File: src/rtl/peripheral_dbg_pu_or1k_spr_slave.sv
// Responder end of the OR1K SPR debug bus on the CPU side.
// Decodes strobed SPR accesses to the debug-unit bank (DMR1, DMR2, DSR, DRR),
// inserts WAIT_CYCLES wait states, then acknowledges for a single cycle.
// Debug events qualified by DSR are latched into DRR, which drives the CPU stall.
// Ports:
//   cpu_clk_i, cpu_rst_ni          clock, async active-low reset
//   spr_addr_i/data_i/stb_i/we_i   access request from the debug bus
//   spr_data_o, spr_ack_o          registered read data and ack pulse
//   dbg_event_i                    debug event pulses, one per DSR/DRR bit
//   dmr1_o, dmr2_o, dsr_o, drr_o   register contents
//   cpu_stall_o                    stall request, OR of DRR
module peripheral_dbg_pu_or1k_spr_slave #(
    parameter int unsigned WAIT_CYCLES = 0,
    parameter int unsigned SPR_GROUP   = 6
) (
    input  logic        cpu_clk_i,
    input  logic        cpu_rst_ni,
    input  logic [31:0] spr_addr_i,
    input  logic [31:0] spr_data_i,
    output logic [31:0] spr_data_o,
    input  logic        spr_stb_i,
    input  logic        spr_we_i,
    output logic        spr_ack_o,
    input  logic [13:0] dbg_event_i,
    output logic [31:0] dmr1_o,
    output logic [31:0] dmr2_o,
    output logic [13:0] dsr_o,
    output logic [13:0] drr_o,
    output logic        cpu_stall_o
);

    localparam int unsigned CNT_W = 4;
    localparam int unsigned GRP_W = 5;
    localparam logic [10:0] IDX_DMR1 = 11'h010;
    localparam logic [10:0] IDX_DMR2 = 11'h011;
    localparam logic [10:0] IDX_DSR  = 11'h014;
    localparam logic [10:0] IDX_DRR  = 11'h015;

    typedef enum logic [1:0] {
        ST_IDLE = 2'd0,
        ST_WAIT = 2'd1,
        ST_ACK  = 2'd2
    } state_t;

    state_t             state_q, state_d;
    logic [CNT_W-1:0]   cnt_q, cnt_d;
    logic [15:0]        addr_q, addr_d;
    logic               we_q, we_d;
    logic [31:0]        wdata_q, wdata_d;
    logic               ack_q, ack_d;
    logic [31:0]        rdata_q, rdata_d;
    logic [31:0]        dmr1_q, dmr1_d;
    logic [31:0]        dmr2_q, dmr2_d;
    logic [13:0]        dsr_q, dsr_d;
    logic [13:0]        drr_q, drr_d;

    // Access being committed this edge; with zero wait states it comes straight from the inputs.
    logic               commit;
    logic [15:0]        acc_addr;
    logic               acc_we;
    logic [31:0]        acc_data;
    logic               hit;
    logic [31:0]        rd_val;
    logic [13:0]        drr_clr;

    // Upper address bits play no part in the decode.
    logic               unused_addr_hi;
    assign unused_addr_hi = ^spr_addr_i[31:16];

    // Access sequencing: capture in IDLE, count wait states, pulse ack.
    always_comb begin
        state_d  = state_q;
        cnt_d    = cnt_q;
        addr_d   = addr_q;
        we_d     = we_q;
        wdata_d  = wdata_q;
        commit   = 1'b0;
        acc_addr = addr_q;
        acc_we   = we_q;
        acc_data = wdata_q;
        case (state_q)
            ST_IDLE: begin
                if (spr_stb_i) begin
                    addr_d   = spr_addr_i[15:0];
                    we_d     = spr_we_i;
                    wdata_d  = spr_data_i;
                    cnt_d    = CNT_W'(WAIT_CYCLES);
                    acc_addr = spr_addr_i[15:0];
                    acc_we   = spr_we_i;
                    acc_data = spr_data_i;
                    if (WAIT_CYCLES > 0) begin
                        state_d = ST_WAIT;
                    end else begin
                        state_d = ST_ACK;
                        commit  = 1'b1;
                    end
                end
            end
            ST_WAIT: begin
                if (!spr_stb_i) begin
                    state_d = ST_IDLE;
                    cnt_d   = '0;
                end else if (cnt_q == CNT_W'(1)) begin
                    state_d = ST_ACK;
                    cnt_d   = '0;
                    commit  = 1'b1;
                end else begin
                    cnt_d = cnt_q - CNT_W'(1);
                end
            end
            ST_ACK:  state_d = ST_IDLE;
            default: state_d = ST_IDLE;
        endcase
    end

    // Register bank: decode, write commit, read capture and event latching.
    always_comb begin
        ack_d   = commit;
        rdata_d = rdata_q;
        dmr1_d  = dmr1_q;
        dmr2_d  = dmr2_q;
        dsr_d   = dsr_q;
        drr_clr = '0;
        hit     = (acc_addr[15:11] == GRP_W'(SPR_GROUP));
        rd_val  = '0;
        if (hit) begin
            case (acc_addr[10:0])
                IDX_DMR1: rd_val = dmr1_q;
                IDX_DMR2: rd_val = dmr2_q;
                IDX_DSR:  rd_val = {18'b0, dsr_q};
                IDX_DRR:  rd_val = {18'b0, drr_q};
                default:  rd_val = '0;
            endcase
        end
        if (commit) begin
            if (!acc_we) begin
                rdata_d = rd_val;
            end else if (hit) begin
                case (acc_addr[10:0])
                    IDX_DMR1: dmr1_d  = acc_data;
                    IDX_DMR2: dmr2_d  = acc_data;
                    IDX_DSR:  dsr_d   = acc_data[13:0];
                    IDX_DRR:  drr_clr = acc_data[13:0];
                    default:  ;
                endcase
            end
        end
        // Event set overrides a same-edge clear; qualified by DSR before the edge.
        drr_d = (drr_q & ~drr_clr) | (dbg_event_i & dsr_q);
    end

    always_ff @(posedge cpu_clk_i or negedge cpu_rst_ni) begin
        if (!cpu_rst_ni) begin
            state_q <= ST_IDLE;
            cnt_q   <= '0;
            addr_q  <= '0;
            we_q    <= 1'b0;
            wdata_q <= '0;
            ack_q   <= 1'b0;
            rdata_q <= '0;
            dmr1_q  <= '0;
            dmr2_q  <= '0;
            dsr_q   <= '0;
            drr_q   <= '0;
        end else begin
            state_q <= state_d;
            cnt_q   <= cnt_d;
            addr_q  <= addr_d;
            we_q    <= we_d;
            wdata_q <= wdata_d;
            ack_q   <= ack_d;
            rdata_q <= rdata_d;
            dmr1_q  <= dmr1_d;
            dmr2_q  <= dmr2_d;
            dsr_q   <= dsr_d;
            drr_q   <= drr_d;
        end
    end

    assign spr_ack_o   = ack_q;
    assign spr_data_o  = rdata_q;
    assign dmr1_o      = dmr1_q;
    assign dmr2_o      = dmr2_q;
    assign dsr_o       = dsr_q;
    assign drr_o       = drr_q;
    assign cpu_stall_o = |drr_q;

endmodule

File: config.mk
export PLATFORM = sky130hd
export DESIGN_NAME = peripheral_dbg_pu_or1k_spr_slave
export DESIGN_NICKNAME = d
export VERILOG_FILES = /design/src/rtl/peripheral_dbg_pu_or1k_spr_slave.sv
export SDC_FILE = /design/constraint.sdc
export NUM_CORES = 1
export LEC_CHECK = 0
export ABC_AREA = 1
export BUFFER_PORTS_ARGS = -buffer_cell sky130_fd_sc_hd__buf_2
export CELL_PAD_IN_SITES_DETAIL_PLACEMENT = 1
export CELL_PAD_IN_SITES_GLOBAL_PLACEMENT = 2
export CORE_ASPECT_RATIO = 0.8
export CORE_MARGIN = 5
export CORE_UTILIZATION = 32
export CTS_CLUSTER_SIZE = 20
export DETAILED_ROUTE_END_ITERATION = 10
export PLACE_DENSITY_LB_ADDON = 0.3
export SKIP_LAST_GASP = 1
export SYNTH_ARGS = -nofsm -noshare
export SYNTH_HDL_FRONTEND = slang
export SYNTH_SLANG_ARGS = --single-unit
File: constraint.sdc
create_clock -name cpu_clk_i -period 3.7 [get_ports cpu_clk_i]
set_clock_uncertainty 0.05 [all_clocks]
set_input_delay 0 -clock cpu_clk_i [delete_from_list [all_inputs] [get_ports cpu_clk_i]]
set_output_delay 0 -clock cpu_clk_i [all_outputs]
set_load 0.05 [all_outputs]
==> summary by stage, run 1 <==
Status
The run finished, with violations left. The final reports fail on hold timing.

Synthesis
Synthesis inferred about 170 register bits. By count the netlist is led by 404 x nand2_1, 174 x dfrtp_1, 96 x inv_1. For this run, asynchronously set or reset flops after synthesis account for 1.00. The synthesized area is slightly below 8000 um^2. The biggest area contributor in the post-synthesis netlist is dfrtp_1. The most common cell in the netlist is nand2_1.

After synthesis, the netlist uses 27 different library cells. The share of Yosys cell area claimed by the top area cell type is 0.559. Yosys attributes the largest share of cell area to dfrtp_1 56%, nand2_1 19%, inv_1 4.6%. The sequential area share after synthesis is 0.559.

After synthesis, the mean cell area works out to 8.21 um^2. The most common flop cell mapped by yosys is dfrtp_1. The total nets after synthesis is 1032.

After technology mapping, the gate count stands at 950. Counting flops with a built-in enable in the synthesized netlist gives 0. The total number of yosys warnings is 0.

CTS
TritonCTS built the clock tree. The insertion delay to the later sink of the worst-skew pair is about 0.42 ns. The number of setup buffers added after CTS is 0. The cell sitting at the root of the clock tree is a clkbuf_16. The number of H-tree levels is 4.

The CTS buffer count is 17. The clock sink count is roughly 170. No sink is reached through more buffers than the 2 on the longest clock path.

Clock-pin slew was measured on the worst setup and hold paths at about 0.07 ns.

Routing
The length of the first detailed-routing pass in iterations is 4. The total vias in the final route is around 7000. The detailed router's first-iteration violation count is about 400. In this run the remaining antenna-violating nets after routing total 0.

Dividing the detail-routed via count by the number of cells gives approximately 4.6. For this run, design rule violations remaining after detail routing come to 0. Wires add up to ~26000 um. The post-detailed-route wirelength per cell is around 17 um.

Final layout
The total inserted antenna cells is 0. The final design instance area without fill is roughly 10000 um^2. In the final layout, the share of cells above drive strength 1 is 0.214.

The final layout net count is between 1000 and 1500. The post-synthesis to final-layout area growth is 32.1%.

STA
The setup TNS is 0 ns. The count of endpoints failing setup in the final report is 0. The number of slew-limit violations in the final report was 0. The number of endpoints with negative hold slack in the final report came to 1. The max-slew headroom at the worst pin is 0.383. Dividing the final minimum period by the clock period gives 0.806. The shortest clock period the worst path allows after layout is between 2 and 3 ns. Setup repair after global routing left no endpoint under its margin. The worst slack on hold paths is -0.00568 ns.

Static timing analysis puts the maximum clock frequency at 0.335 GHz. The transition at the pin with the smallest max-transition slack is between 0.9 and 1 ns.

Placed design
The number of buffers added on ports is about 190. Routability-driven placement finished with a final weighted congestion of about 0.76. The cell area after placement is around 9000 um^2. Once detailed placement completed, the half-perimeter wirelength came to 17500 um.

Power and ir drop
The ratio of total power to cell area is 407 nW/um^2. The internal power of the cells is roughly 0.0031 W. For this design the total switching power over the nets is between 0.001 and 0.0015 W. The share of power burned in the clock network is 0.428. The worst-case vdd ir drop is between 0.0002 and 0.0003 V.

Of the total power, the share spent switching nets is 0.267. Of the total power, combinational logic draws 0.096. Summed over all cells, the static leakage comes to about 5.7 nW. Of the total power, registers draw 0.476.

GRT
Entering global routing, the biggest net connects ~110 pins. After global routing the overflow that remains totals 0. The number of global-route vias before repair came to 7162. The wire length of the first global-routing pass is between 40000 and 50000 um. The initial antenna violation count is 1. In the global route stage, overall resource usage came out at 0.190.

Job
The number of maximum-capacitance constraint violations is 0.

Critical path
The required time at the endpoint of the critical path is around 4.0 ns. The worst-path maximum fanout is 22. Data on the critical path arrives at its endpoint at around 3.3 ns. The kind of start point of the critical path is a register. The critical path is of the register to register type.

STA classifies the critical path endpoint as a register.

Die
During I/O placement, the number of pins put on the boundary was roughly 210. The die outline area is ~28000 um^2. In this run the core area contains roughly 50 standard-cell rows.

The height of the die is 150 um. For this configuration, the core starts out at a cell density of 0.322. The die is around 180 um wide. The placeable core region is about 24000 um^2.

Worst hold path
The min-delay analysis places its worst path in the category primary input to register.
## critical path, cell delays in order, from the launching register on
cell	delay, ns
dfrtp_1	0.37
inv_2	0.23
nand3_1	0.11
dlygate4sd3_1	0.57
nand2_1	0.09
nand2_1	0.13
nor2_2	0.39
o21ai_2	0.14
a21oi_4	0.43
buf_12	0.24
nand2_1	0.08
nand2_1	0.06
## power groups by stage
stage	Sequential, W	Combinational, W	Clock [W]
after CTS	0.00199	0.000410	0.00185
after floorplan	0.00203	0.000196	0
after global routing	0.00200	0.000458	0.00193
after detailed placement	0.00203	0.000354	0
after global placement	0.00203	0.000348	0
final	0.00199	0.000403	0.00179
## registers in the layout, summed over array words and instances, names as in the netlist
| name | cells |
|---|---|
| addr_q | 16 |
| dmr2_o | 32 |
| dsr_o | 14 |
| state_q | 1 |
| spr_ack_o | 1 |
| wdata_q | 32 |
| drr_o | 14 |
| dmr1_o | 32 |
| spr_data_o | 32 |
## layout by cell type, fill, tap and decap left out, drive strengths merged, types with 3 or more instances in the layout
cell,count
o21ai,110
nand4,15
inv,107
nand3b,4
nor2,14
buf,204
dfrtp,174
nand2,409
clkinvlp,3
dlygate4sd3,68
and2,18
nand3,56
clkbuf,18
## through the flow
stage	instances	total power (W)	setup WS (ns)	util	hold WS [ns]
finish	1526	0.00419	0.717	0.426	-0.00568
global route	1526	0.00439	0.514	0.426	0.0296
CTS	1526	0.00425	0.720	0.426	0.00313
detailed placement	1427	0.00238	0.888	0.374	0.144
global placement	1427	0.00237	0.931	0.374	0.152
floorplan	950	0.00222	1.80	-	-0.346
## final timing paths
check	from	endpoint	slack [ns]	cells past startpoint
setup / recovery	state_q[1]	spr_data_o[12]	0.72	11
setup reg to reg	state_q[1]	spr_data_o[12]	0.72	11
min in group asynchronous	cpu_rst_ni	addr_q[3]	0.22	2
max in group asynchronous	cpu_rst_ni	spr_data_o[14]	2.47	3
hold reg to reg	spr_data_o[29]	spr_data_o[29]	0.42	2
hold / removal	spr_data_i[9]	wdata_q[9]	-0.006	3
## cell families (layout without fill, tap and decap cells)
logic type	after synthesis	in the layout	synth area share
AND/OR/NAND/NOR	520	520	0.287
buffers and inverters	145	403	0.0806
flip-flops	174	174	0.559
AO/OA/AOI/OAI	111	111	0.0737
## metal layers
| layer | vias to the layer above | part of all wire | GRT usage |
|---|---|---|---|
| met5 | - | 0.00042 | 0 |
| met4 | 2 | 0.014 | 0.0421 |
| met3 | 24 | 0.060 | 0.0343 |
| met2 | 161 | 0.45 | 0.298 |
| met1 | 3380 | 0.48 | 0.276 |
| li1 | 3455 | - | - |
## cell type report
| type | count | area, um^2 |
|---|---|---|
| fill | 2951 | 13900 |
| sequential | 174 | 4350 |
| multi-input combinational | 631 | 2820 |
| timing repair buffer | 273 | 1780 |
| clock buffer | 17 | 425 |
| tap | 318 | 398 |
| inverter | 99 | 372 |
| clock inverter | 14 | 151 |
## what timing repair did
| item | in CTS | in global routing |
|---|---|---|
| resized for setup | 0 | 0 |
| hold endpoints to repair | 203 | 0 |
| hold buffers | 68 | 0 |
Power figures use the tool's default switching activity.
==> inputs of run 2 (changes only) <==
--- a/config.mk
+++ b/config.mk
@@ -11,7 +11,7 @@
 export CELL_PAD_IN_SITES_GLOBAL_PLACEMENT = 2
 export CORE_ASPECT_RATIO = 0.8
 export CORE_MARGIN = 5
-export CORE_UTILIZATION = 32
+export CORE_UTILIZATION = 30
 export CTS_CLUSTER_SIZE = 20
 export DETAILED_ROUTE_END_ITERATION = 10
 export PLACE_DENSITY_LB_ADDON = 0.3
==> constraint.sdc (replaced) <==
create_clock -name cpu_clk_i -period 2.75 [get_ports cpu_clk_i]
set_clock_uncertainty 0.05 [all_clocks]
set_input_delay 0 -clock cpu_clk_i [delete_from_list [all_inputs] [get_ports cpu_clk_i]]
set_output_delay 0 -clock cpu_clk_i [all_outputs]
set_load 0.05 [all_outputs]
==> run 2 against run 1 <==
The run now ends clean. Critical endpoint is now dmr1_o[16]. Count of clock-buffer cells in the layout increased by 4. Combinational power up 38%. Critical path type unchanged. Total power rose by 32%. Sequential power rose by 35%. Highest routed layer unchanged.
==> summary by stage, run 2 (synthesized netlist as in run 1, its figures left out) <==
STA
The max-slew headroom at the worst pin is 0.505 (+0.122). The shortest clock period the worst path allows after layout came to 2.60 ns (-0.388 ns). The share of the cycle needed by the critical path after routing came to 0.944 (+0.138). The setup TNS is 0 ns (unchanged).

The number of endpoints with negative hold slack in the final report is 0 (-1). The timing-limited maximum frequency is 0.385 GHz (+15%). The worst slack on hold paths is 0.00821 ns (+0.0139 ns).

The count of endpoints failing setup in the final report is 0 (unchanged). The transition at the pin with the smallest max-transition slack is 0.743 ns (-0.183 ns). The number of slew-limit violations in the final report is 0 (unchanged). Setup repair after global routing could not meet its margin everywhere.

Worst hold path
The tightest min-delay check is of the primary input to register type. The instance count along the most critical hold path is 3 (unchanged). The end point of the worst hold path is wdata_q[7]. The start point of the worst hold path is spr_data_i[7].

Routing
The total vias in the final route came to 6925 (-1.4%). The count of antenna-violating nets left after detailed routing was 0 (unchanged). The detailed router's first-iteration violation count is 252 (-36%).

The length of the first detailed-routing pass in iterations came to 4 (unchanged). The number of remaining DRC errors is 0 (unchanged). The total length of routed wires was 26300 um (+1.8%). The post-detailed-route wirelength per cell was 16.8 um (-1.1%).

The number of vias per cell after detailed routing is 4.41 (-4.2%).

CTS
The number of H-tree levels came to 4 (unchanged). The insertion delay to the later sink of the worst-skew pair is 0.43 ns (about the same). The clock slew at the register clock pins of the worst setup and hold paths is 0.06 ns (about the same). The root buffer cell is clkbuf_16. The clock sink count is 174 (unchanged). The maximum clock path buffer count was 2 (unchanged). The CTS buffer count came to 17 (unchanged). TritonCTS built the clock tree.

Critical path
The worst-case register-to-register setup slack was 0.15 ns (-0.56 ns). The data arrival time at the worst-slack endpoint is 2.85 ns (-0.44 ns). The startpoint identified for the worst register-to-register timing path is state_q[1]. The cell with the largest stage delay on the worst path is dlygate4sd3_1.

The count of buffer and inverter cells on the critical path is 3 (unchanged). The required time at the endpoint of the critical path was 3.00 ns (-1.01 ns). The top cell family by delay on the critical path is buffers and inverters. The signal on the critical path passes through inv_4 -> nand3_1 -> dlygate4sd3_1 -> nand2_1 -> nand2_1 -> nor2_4 -> nand2_1 -> nor2_4 -> nand2_4 -> buf_12 -> nand2_1 -> o21ai_1.

The endpoint identified for the worst register-to-register timing path is dmr1_o[16]. The kind of start point of the critical path is a register. The path type of the worst setup path is register to register.

The category of the worst setup path capture point is a register. The depth of the worst register-to-register path came to 12 (+1). The longest individual stage delay on the worst path is 0.57 ns (about the same).

The worst-path maximum fanout was 38 (+73%). The cell repeated most along the worst path is nand2_1.

Placed design
The final HPWL from detailed placement is 18300 um (+4.4%). The cell area after placement is 9150 um^2 (+1.3%). The number of buffers added on ports is 191 (unchanged). The count of placed standard cells including taps came to 1468 (+2.9%). The final RePlAce weighted congestion was 0.763 (+0.12%).

GRT
The initial antenna violation count is 4 (+3). The largest net degree at the start of global routing came to 86 (-20%). The total routing resource utilization after global routing is 0.183 (-0.00709). The aggregate global routing overflow was 0 (unchanged).

The wire length of the first global-routing pass is 42300 um (+3.4%). The number of global-route vias before repair is 7400 (+3.3%).

Job
The number of maximum-capacitance constraint violations is 0 (unchanged).

Die
The placeable core region is 25400 um^2 (+5.2%). The effective utilization at floorplan is 0.306 (-0.0159). The chip width is 190 um (+3.1%). The placement row count came to 52 (+2.0%). The height of the die is 154 um (+3.1%). The top-level port count came to 208 (unchanged).

The die outline area came to 29300 um^2 (+6.3%).

Final layout
The post-synthesis to final-layout area growth is 33.5%. The fraction of layout cells with a size suffix above 1 is 0.219 (+0.00463). The library cell used most frequently in the layout, excluding fill and tap cells, is nand2_1. The final layout net count is 1289 (+0.86%).

The final design instance area without fill is 10400 um^2 (+1.1%). The utilization after layout is 0.409 (-0.0165). In the layout the commonest cells are 404 x nand2_1, 190 x buf_2, 174 x dfrtp_1, 96 x inv_1, 68 x dlygate4sd3_1. The post-route non-filler standard cell count is 1571 (+2.9%).

Power and ir drop
The worst-case vdd ir drop is 0.000375 V (+40%). The ratio of total power to cell area was 532 nW/um^2 (+31%). The leakage power figure is 5.79 nW (+0.79%).

Status
The run finished with clean final reports.
==> run 2: worst max path at each step <==
stage	start	endpoint	slack (ns)	cells after the start
floorplan	state_q[1]	dmr1_o[23]	0.85	12
global placement	state_q[1]	drr_o[13]	0.23	12
detailed placement	state_q[1]	drr_o[0]	0.14	12
CTS	state_q[1]	dmr1_o[16]	0.09	12
global route	state_q[1]	dmr1_o[16]	-0.04	12
finish	state_q[1]	dmr1_o[16]	0.15	12
==> run 2: report_power, final <==
part           total (W)  switching [W]  internal, W
clock network    0.00230        0.00104      0.00126
registers        0.00268      0.0000290      0.00265
logic           0.000556       0.000353     0.000204
total            0.00554        0.00142      0.00412
==> run 2: final cells by class <==
class	count	area (um^2)
fillers	3078	15000
flip-flops and latches	174	4350
multi-input cells	631	2820
repair buffers	284	1880
clock buffers	21	450
well taps	351	439
inverters	99	374
clock inverters	10	92.6
diodes	1	2.50
==> run 2: tightest hold or removal path, delay by kind of cell <==
family,cells,cell delay (ns)
AOI/OAI and AO/OA,1,0.23
buffers and inverters,2,0.14
==> run 2: layer usage <==
metal / vias to the layer above / share of wire / GRT usage
met4: 4 / 0.0069 / 0.0400
met3: 16 / 0.050 / 0.0424
met5: - / 0.00080 / 0
met2: 136 / 0.44 / 0.282
met1: 3301 / 0.50 / 0.265
li1: 3468 / - / -
==> run 2: what timing repair did <==
action	4_1_cts	5_1_grt
resized for setup	0	3
buffers inserted	0	3
hold endpoints to repair	177	0
setup endpoints to repair	0	46
hold buffers	68	0
==> run 2: through the flow <==
step / power [W] / setup slack, ns
2_1_floorplan: 0.00299 / 0.853
3_3_place_gp: 0.00320 / 0.230
3_5_place_dp: 0.00321 / 0.141
4_1_cts: 0.00563 / 0.0863
5_1_grt: 0.00582 / -0.0440
6_report: 0.00554 / 0.154
==> inputs of run 3 (changes only) <==
==> constraint.sdc (replaced) <==
create_clock -name cpu_clk_i -period 2.7 [get_ports cpu_clk_i]
set_clock_uncertainty 0.05 [all_clocks]
set_input_delay 0 -clock cpu_clk_i [delete_from_list [all_inputs] [get_ports cpu_clk_i]]
set_output_delay 0 -clock cpu_clk_i [all_outputs]
set_load 0.05 [all_outputs]
==> run 3 against run 2 <==
Combinational power increased by 2%. Sequential share of layout area decreased by 0.26 points. Non-clock buffer count increased by 3. Critical path type unchanged. Sequential power increased by 2%.
==> summary by stage, run 3 (synthesized netlist as in run 1, its figures left out) <==
Status
The flow ran to the end, and the final reports show no timing, DRC or antenna violations.

CTS
The clock sink count was 174 (unchanged). TritonCTS built the clock tree. The number of H-tree levels was 4 (unchanged). The CTS buffer count is 17 (unchanged). The insertion delay to the later sink of the worst-skew pair came to 0.42 ns (about the same). The root buffer cell is clkbuf_16. The clock slew at the register clock pins of the worst setup and hold paths is 0.07 ns (about the same).

The maximum clock path buffer count was 2 (unchanged).

Worst hold path
The end point of the worst hold path is addr_q[5]. In this run the worst hold path is classified as primary input to register. The instance count along the most critical hold path is 3 (unchanged). In this run the most critical hold path is launched from spr_stb_i.

Power and ir drop
The share of power burned in the clock network is 0.417 (about the same). The net switching power is 0.00144 W (+1.9%). The internal power of the cells is 0.00422 W (+2.3%). The portion of total power attributed to combinational logic is 0.101 (about the same). The overall power after layout is 0.00566 W (+2.2%). The share of total power in sequential cells was 0.482 (-0.002). The proportion of total power due to net switching is 0.255 (-0.000853). The worst-case vdd ir drop is 0.000360 V (-3.9%). The leakage power figure came to 5.82 nW (+0.46%). The ratio of total power to cell area was 540 nW/um^2 (+1.6%).

Final layout
The utilization after layout came to 0.412 (+0.00256). The final design instance area without fill is 10500 um^2 (+0.63%). The commonest non-fill, non-tap cell in the layout is nand2_1. The total inserted antenna cells was 0 (-1).

The library cells used most frequently in the layout, excluding fill and tap cells, are 404 x nand2_1, 190 x buf_2, 174 x dfrtp_1, 96 x inv_1, 68 x dlygate4sd3_1. The final layout net count came to 1293 (+0.31%). The post-synthesis to final-layout area growth is 34.4%.

The fraction of layout cells with a size suffix above 1 was 0.223 (+0.00355).

Critical path
The worst-path maximum fanout came to 19 (-50%). The cell repeated most along the worst path is nand2_1. The worst register-to-register path begins at state_q[1].

STA classifies the critical path endpoint as a register. The launch point of the critical path is state_q[1]. The cell with the largest stage delay on the worst path is dlygate4sd3_1. The worst register-to-register path ends at spr_data_o[4]. The data arrival time at the worst-slack endpoint was 2.85 ns (about the same).

The critical path goes through inv_4 -> nand3_1 -> dlygate4sd3_1 -> nand2_1 -> nor2_1 -> nand2_1 -> nor2_4 -> o21ai_1 -> a21oi_4 -> buf_12 -> nand2_1 -> nand2_1. The worst setup path is of the register to register kind. The depth of the worst register-to-register path came to 12 (unchanged). The worst-case register-to-register setup slack was 0.16 ns (about the same). The kind of start point of the critical path is a register. The longest individual stage delay on the worst path came to 0.55 ns (-0.02 ns). The required time at the endpoint of the critical path is 3.01 ns (about the same).

Routing
The count of antenna-violating nets left after detailed routing came to 0 (unchanged). The number of remaining DRC errors is 0 (unchanged). The detailed router's first-iteration violation count is 351 (+39%).

The number of vias per cell after detailed routing came to 4.48 (+1.7%). The post-detailed-route wirelength per cell is 17.0 um (+1.4%). The total vias in the final route is 7051 (+1.8%). The total length of routed wires is 26800 um (+1.6%).

The length of the first detailed-routing pass in iterations is 5 (+1).

GRT
The number of global-route vias before repair was 7251 (-2.0%). The aggregate global routing overflow is 0 (unchanged). The largest net degree at the start of global routing is 82 (-4.7%). The initial antenna violation count is 3 (-1).

The total routing resource utilization after global routing is 0.183 (about the same). The wire length of the first global-routing pass was 42400 um (+0.16%).

STA
The share of the cycle needed by the critical path after routing was 0.941 (-0.00252). The number of endpoints with negative hold slack in the final report came to 0 (unchanged). The shortest clock period the worst path allows after layout is 2.54 ns (-0.0540 ns). The worst slack on hold paths is 0.0305 ns (+0.0223 ns). The number of slew-limit violations in the final report was 0 (unchanged).

The count of endpoints failing setup in the final report came to 0 (unchanged). The timing-limited maximum frequency is 0.393 GHz (+2.1%). The transition at the pin with the smallest max-transition slack was 0.720 ns (-0.0229 ns). The max-slew headroom at the worst pin is 0.520 (+0.0153). Setup repair after global routing could not meet its margin everywhere.

Die
The height of the die was 154 um (unchanged). The effective utilization at floorplan is 0.306 (unchanged). The top-level port count is 208 (unchanged). The die outline area is 29300 um^2 (unchanged). The placement row count is 52 (unchanged).

The chip width is 190 um (unchanged). The placeable core region is 25400 um^2 (unchanged).

Placed design
The final HPWL from detailed placement is 18700 um (+2.7%). The final RePlAce weighted congestion is 0.792 (+3.9%). The cell area after placement was 9150 um^2 (about the same). The number of buffers added on ports is 191 (unchanged).

Job
The number of maximum-capacitance constraint violations is 0 (unchanged).
-- run 3: changes by cell type in the layout (fill, tap and decap cells not counted), sizes merged --
cell / previous run / this run
diode: 1 / 0
clkbuf: 22 / 21
nand2: 409 / 410
buf: 215 / 218
-- run 3: worst max-delay path, delay by kind of cell, from the launching register on --
kind	cells	cell delay [ns]
flip-flops	1	0.37
buffers and inverters	3	0.84
AO/OA/AOI/OAI	2	0.39
AND/OR/NAND/NOR	7	0.83
-- run 3: layout make-up --
| class | count | area (um^2) |
|---|---|---|
| clock inverters | 10 | 92.6 |
| fillers | 3088 | 15000 |
| flip-flops and latches | 174 | 4350 |
| repair buffers | 287 | 1910 |
| inverters | 99 | 374 |
| clock buffers | 20 | 457 |
| multi-input cells | 632 | 2850 |
| well taps | 351 | 439 |
-- run 3: worst max-delay path by stage --
stage and end:
2_1_floorplan dmr1_o[23], 3_3_place_gp spr_data_o[4], 3_5_place_dp drr_o[2], 4_1_cts dmr1_o[16], 5_1_grt dmr1_o[16], 6_report spr_data_o[4]
-- run 3: timing repair --
action	4_1_cts	5_1_grt
endpoints found under the hold margin	175	0
buffers inserted	0	5
gates resized for setup	0	12
hold buffers	68	0
endpoints found under the setup margin	0	84
-- run 3: power by group through the flow --
| stage | Combinational (W) | Clock, W | Sequential [W] |
|---|---|---|---|
| 2_1_floorplan | 0.000268 | 0 | 0.00278 |
| 3_3_place_gp | 0.000488 | 0 | 0.00278 |
| 3_5_place_dp | 0.000498 | 0 | 0.00278 |
| 4_1_cts | 0.000580 | 0.00244 | 0.00273 |
| 5_1_grt | 0.000649 | 0.00256 | 0.00274 |
| 6_report | 0.000569 | 0.00236 | 0.00273 |
-- run 3: layer usage --
layer  part of all wire  vias to the layer above  wire length [um]  track usage
met1               0.50                     3394             13400        0.266
met5             0.0010                        -                28            0
met3              0.049                       21              1310       0.0426
met2               0.44                      145             11800        0.283
met4             0.0099                        6               266       0.0345
li1                   -                     3485                 -            -
-- run 3: metrics by stage --
stage               instances  setup WS, ns  setup TNS, ns
global route             1573       -0.0458         -0.517
detailed placement       1469        0.0752              0
floorplan                 950         0.803              0
finish                   1573         0.158              0
CTS                      1567        0.0482              0
global placement         1469         0.161              0
